$ cat src/rtl/display_scan_ctrl_pkg.sv
// Shared types and constants for the multiplexed seven-segment scan controller.
package display_scan_ctrl_pkg;

  typedef enum logic [0:0] {
    ST_GUARD = 1'b0,
    ST_ON    = 1'b1
  } scan_state_t;

  localparam logic [6:0] SEG_OFF = 7'b1111111;

  // Clock cycles spent on one digit slot.
  function automatic int unsigned calc_tick_div(input int unsigned clk_hz,
                                                input int unsigned scan_hz);
    return clk_hz / scan_hz;
  endfunction

endpackage

$ cat src/rtl/display_scan_ctrl_tick.sv
// Slot prescaler: counts 0..TICK_DIV-1, flags the guard window and the slot end.
module scan_tick_gen #(
  parameter int unsigned TICK_DIV     = 50000,
  parameter int unsigned GUARD_CYCLES = 16
) (
  input  logic clk,
  input  logic rst,
  output logic slot_end,
  output logic in_guard
);

  localparam int unsigned CNT_W = (TICK_DIV > 1) ? $clog2(TICK_DIV) : 1;

  logic [CNT_W-1:0] cnt;

  always_ff @(posedge clk or posedge rst) begin
    if (rst) begin
      cnt <= '0;
    end else if (slot_end) begin
      cnt <= '0;
    end else begin
      cnt <= cnt + CNT_W'(1);
    end
  end

  assign slot_end = (cnt == CNT_W'(TICK_DIV - 1));
  assign in_guard = (cnt < CNT_W'(GUARD_CYCLES));

endmodule

$ cat src/rtl/display_scan_ctrl.sv
// Scans NUM_DIGITS hex digits through one external decoder with frame-synchronous loading.
// Optional: define LEADING_ZERO_BLANK_EN to auto-blank leading zeros at commit.
module display_scan_ctrl
  import display_scan_ctrl_pkg::*;
#(
  parameter int unsigned NUM_DIGITS   = 4,
  parameter int unsigned CLK_HZ       = 50000000,
  parameter int unsigned SCAN_HZ      = 1000,
  parameter int unsigned GUARD_CYCLES = 16
) (
  input  logic                    clk,
  input  logic                    rst,
  input  logic [4*NUM_DIGITS-1:0] digits_in,
  input  logic [NUM_DIGITS-1:0]   blank_in,
  input  logic                    load,
  output logic                    load_ack,
  output logic [3:0]              decoder_in,
  input  logic [6:0]              decoder_out,
  output logic [6:0]              seg_out,
  output logic [NUM_DIGITS-1:0]   an_out
);

  localparam int unsigned TICK_DIV = calc_tick_div(CLK_HZ, SCAN_HZ);
  localparam int unsigned DW       = 4 * NUM_DIGITS;
  localparam int unsigned IDX_W    = $clog2(NUM_DIGITS);

  logic [DW-1:0]         disp_digits;
  logic [DW-1:0]         pend_digits;
  logic [NUM_DIGITS-1:0] disp_blank;
  logic [NUM_DIGITS-1:0] pend_blank;
  logic                  pend_valid;
  logic [IDX_W-1:0]      idx;
  scan_state_t           state;
  logic                  slot_end;
  logic                  in_guard;
  logic                  frame_end;

  scan_tick_gen #(
    .TICK_DIV    (TICK_DIV),
    .GUARD_CYCLES(GUARD_CYCLES)
  ) u_tick (
    .clk     (clk),
    .rst     (rst),
    .slot_end(slot_end),
    .in_guard(in_guard)
  );

  assign frame_end  = slot_end && (idx == IDX_W'(NUM_DIGITS - 1));
  assign decoder_in = disp_digits[4*int'(idx) +: 4];

  // Blank mask applied when pending data becomes displayed.
  function automatic logic [NUM_DIGITS-1:0] commit_blank(input logic [DW-1:0] d,
                                                         input logic [NUM_DIGITS-1:0] b);
    logic [NUM_DIGITS-1:0] m;
`ifdef LEADING_ZERO_BLANK_EN
    logic seen;
    m    = '0;
    seen = 1'b0;
    for (int i = NUM_DIGITS - 1; i >= 1; i--) begin
      if (d[4*i +: 4] != 4'h0) seen = 1'b1;
      m[i] = !seen;
    end
`else
    m = '0;
    if (d != '0) m = '0;
`endif
    return b | m;
  endfunction

  // Pending/displayed buffers; a load on the frame-end cycle waits for the next frame.
  always_ff @(posedge clk or posedge rst) begin
    if (rst) begin
      disp_digits <= '0;
      pend_digits <= '0;
      disp_blank  <= '1;
      pend_blank  <= '1;
      pend_valid  <= 1'b0;
      load_ack    <= 1'b0;
    end else begin
      load_ack <= 1'b0;
      if (frame_end && pend_valid) begin
        disp_digits <= pend_digits;
        disp_blank  <= commit_blank(pend_digits, pend_blank);
        pend_valid  <= 1'b0;
        load_ack    <= 1'b1;
      end
      if (load) begin
        pend_digits <= digits_in;
        pend_blank  <= blank_in;
        pend_valid  <= 1'b1;
      end
    end
  end

  // Scan FSM: dark guard window, then the current digit until the slot ends.
  always_ff @(posedge clk or posedge rst) begin
    if (rst) begin
      state   <= ST_GUARD;
      idx     <= '0;
      an_out  <= '1;
      seg_out <= SEG_OFF;
    end else begin
      case (state)
        ST_GUARD: begin
          an_out  <= '1;
          seg_out <= SEG_OFF;
          if (!in_guard) begin
            state   <= ST_ON;
            an_out  <= disp_blank[idx] ? '1 : ~(NUM_DIGITS'(1) << idx);
            seg_out <= decoder_out;
          end
        end
        ST_ON: begin
          an_out  <= disp_blank[idx] ? '1 : ~(NUM_DIGITS'(1) << idx);
          seg_out <= decoder_out;
          if (slot_end) begin
            state <= ST_GUARD;
            idx   <= (idx == IDX_W'(NUM_DIGITS - 1)) ? '0 : idx + IDX_W'(1);
          end
        end
        default: begin
          state   <= ST_GUARD;
          an_out  <= '1;
          seg_out <= SEG_OFF;
        end
      endcase
    end
  end

endmodule

$ cat config.mk
export PLATFORM = sky130hd
export DESIGN_NAME = display_scan_ctrl
export DESIGN_NICKNAME = d
export VERILOG_FILES = /design/src/rtl/display_scan_ctrl_pkg.sv /design/src/rtl/display_scan_ctrl_tick.sv /design/src/rtl/display_scan_ctrl.sv
export SDC_FILE = /design/constraint.sdc
export NUM_CORES = 1
export LEC_CHECK = 0
export BUFFER_PORTS_ARGS = -buffer_cell sky130_fd_sc_hd__buf_4
export CAP_MARGIN = 25
export CORE_MARGIN = 2
export CORE_UTILIZATION = 50
export CTS_CLUSTER_SIZE = 10
export DETAILED_ROUTE_END_ITERATION = 12
export PLACE_DENSITY = 0.72
export RECOVER_POWER = 25
export SLEW_MARGIN = 15
export SYNTH_ARGS = -nofsm -noshare
export SYNTH_HDL_FRONTEND = slang
export SYNTH_SLANG_ARGS = --single-unit
$ cat constraint.sdc
create_clock -name clk -period 5.6 [get_ports clk]
set_input_delay 0 -clock clk [delete_from_list [all_inputs] [get_ports clk]]
set_output_delay 0 -clock clk [all_outputs]
set_load 0.02 [all_outputs]
==> results.md <==
* Cell Area, Synth at 2980 sq um
* First-pass GRT wire length at 8720 microns
* Critical Setup Path Class: reg -> reg
* Post-synth top cells: dfrtp_1 (53), mux2_2 (23), dfstp_2 (19), mux2_1 (19), nor2_1 (11)
* Die Y at 81.2 microns
* Tmin final at 2680 ps
* Top Ports at 46
* Worst-skew pair later-pin latency at 350 ps
* Crit. End Element: flip-flop
* # resized after CTS at 0
* R2R cell count at 4
* Worst path max stage delay at 590 ps
* Std cell rows at 28
* Largest net degree at the start of global routing at 73
* Worst Clk Skew at 10.3 ps
* Ys Warns at 0
* DRC at 0
* Clk slew on worst S/H paths at 70 ps
* Core Region at 5850 sq um
* Hold WS at 79.0 ps
* Yosys top cell area share at 0.445
* Die area at 6600 sq um
* Startpoint Class: flip-flop
* Post-route ant nets at 0
* Detailed Route Iter0 Violations at 94
* Synth Register Bits at 72
* Worst Hold End: pend_valid
* Layout area overhead at 28.5%
* Min-delay src: load
* Nets at 320
* Cells after synthesis at 207
* Fraction of registers with async set/reset at 1.00
* Least-Margin Pin Slew at 868 ps
* Worst min path class: in -> reg
* Filler cell count at 454
* Power Density at 277 nW/um^2
* Power, Total at 1.06 mW
* RSZ-0062 raised after global routing: no
* DR WL/cell at 14.2 microns
* FF-to-FF setup slack at 2920 ps
* Root buffer cell: clkbuf_8
* Drt pass-1 iters at 4
* Worst EP arrival at 2910 ps
* Setup Buffers After CTS at 0
* Yosys cell types at 31
* Hold Fails Final Rpt at 0
* Slowest stage cell, crit path: and3_2
* Mean number of vias per cell at 5.03
* Most frequent cell after synthesis: dfrtp_1
* Syn avg cell area at 14.4 sq um
* Reg-to-reg endpoint: disp_digits[15]
* CTS Sinks at 72
* Number of global-route vias before repair at 1879
* F_max at 373 MHz
* Synth area leader: dfrtp_1
* Crit-path cells: or4_4 > nor4_4 > and3_2 > mux2_2
* Max VDD drop at 0.158 mV
* Critical R2R Launch: u_tick.cnt[5]
* Share of layout cells above drive strength 1 at 0.341
* Synth top area cells: dfrtp_1 (44%), dfstp_2 (17%), mux2_2 (8.7%), mux2_1 (7.2%), mux4_2 (3.8%)
* ANT cells at 0
* CP Buf/Inv Count at 0
* Slew headroom at 0.421
* LEAKAGE at 1.76 nW
* Overall via count from detail_route at 1835
* Outcome: finished clean
* Inserted Clock Buffers at 9
* Max-cap violations at 0
* Hold Path Depth at 2
* Tcrit/Tclk final at 0.479
* Worst-path fanout max at 21
* Dpl hpwl at 3410 microns
* Post-synth EDFFs at 0
* Buffers from clock root to sink, at most at 2
* GP Congestion at 0.808
* Effective utilization at floorplan at 0.510
* Final wirelength at 5180 microns
* Worst Path Required at 5830 ps
* All-layer global routing usage at 0.178
* CTS tree: done
* Post-synthesis sequential area ratio at 0.612
* Top_reg_cell synth: dfrtp_1
* Setup violators final at 0
* Hold Buf Count CTS at 28
* GRT Residual Overflow at 0
* PortBufs at 45
* Setup_tns at 0 ps
* Max-slew violation count at 0
* Initial antenna violation count at 0
* Syn nets at 242
* Top delay family on crit path: simple AND/OR/NAND/NOR gates
* Die width at 81.2 microns
* H-tree level count at 3
-- sequential cells by signal (all words and copies together), names as in the netlist --
name and count:
pend_blank 4, pend_valid 1, idx 2, disp_digits 16
state 1, pend_digits 16, u_tick.cnt 16, an_out 4
load_ack 1, seg_out 7, disp_blank 4
-- power breakdown --
part	total (mW)	leakage [nW]	switching, mW	internal (mW)
Combinational	0.0669	0.773	0.0261	0.0408
Sequential	0.550	0.878	0.00857	0.541
Clock	0.444	0.110	0.193	0.251
-- worst register-to-register path: stages (launching register included) --
cell and delay, ps:
dfrtp_1 430, or4_4 570, nor4_4 580, and3_2 590, mux2_2 390
-- through the flow --
step	cells	utilization	cell area, sq um	worst slack [ps]
3_5_place_dp	321	0.578	3380	2880
4_1_cts	365	0.663	3880	2870
5_1_grt	365	0.655	3830	2730
2_1_floorplan	207	-	2980	3530
3_3_place_gp	321	0.578	3380	2940
6_report	365	0.655	3830	2920
-- kinds of logic (layout without fill, tap and decap cells) --
| family | Yosys count | count (layout) | share of synthesized area |
|---|---|---|---|
| AOI/OAI and AO/OA | 5 | 5 | 0.0109 |
| xor gates and xnor gates | 12 | 12 | 0.0352 |
| DFF | 72 | 72 | 0.612 |
| buffers and inverters | 11 | 94 | 0.0193 |
| adders and majority gates | 5 | 5 | 0.0210 |
| and+or+nand+nor | 55 | 55 | 0.105 |
| muxes | 47 | 47 | 0.196 |
-- area by class of cell --
| type | count | area, sq um | area share |
|---|---|---|---|
| timing repair buffer | 74 | 581 | 0.151 |
| clock buffer | 9 | 124 | 0.0323 |
| inverter | 4 | 15.0 | 0.00392 |
| multi-input combinational | 124 | 1100 | 0.287 |
| sequential | 72 | 1830 | 0.476 |
| tap | 75 | 93.8 | 0.0245 |
| clock inverter | 7 | 95.1 | 0.0248 |
-- per-layer routing --
layer	global-route usage	share of wire	vias to the layer above
met5	0	0	-
met4	0.0814	0.019	0
met3	0.0500	0.049	9
met2	0.270	0.47	48
met1	0.240	0.46	901
li1	-	-	877
-- worst max-delay path by stage --
stage | startpoint | cells past startpoint | end
finish | u_tick.cnt[5] | 4 | disp_digits[15]
global route | u_tick.cnt[5] | 4 | disp_digits[14]
CTS | u_tick.cnt[5] | 4 | disp_digits[15]
detailed placement | u_tick.cnt[5] | 4 | disp_digits[15]
global placement | u_tick.cnt[5] | 4 | disp_digits[15]
floorplan | u_tick.cnt[5] | 5 | disp_digits[10]
-- placed cells by master, fill, tap and decap left out, types with 2 or more instances in the layout --
cell type / n
and3_1: 3
nand3_1: 4
clkbuf_8: 9
clkinv_2: 2
o31ai_1: 2
nor2_1: 11
a21oi_1: 2
clkbuf_1: 12
nand4_1: 6
buf_4: 33
dlygate4sd3_1: 28
bufinv_16: 2
mux2_2: 23
xnor2_1: 4
inv_1: 4
mux4_2: 5
or4_1: 2
dfrtp_1: 53
dfstp_2: 18
mux2_1: 19
nand2_1: 10
nand2b_1: 7
and2_1: 4
xor2_1: 8
ha_1: 5
Note: power is estimated with default switching activity, not from simulation.
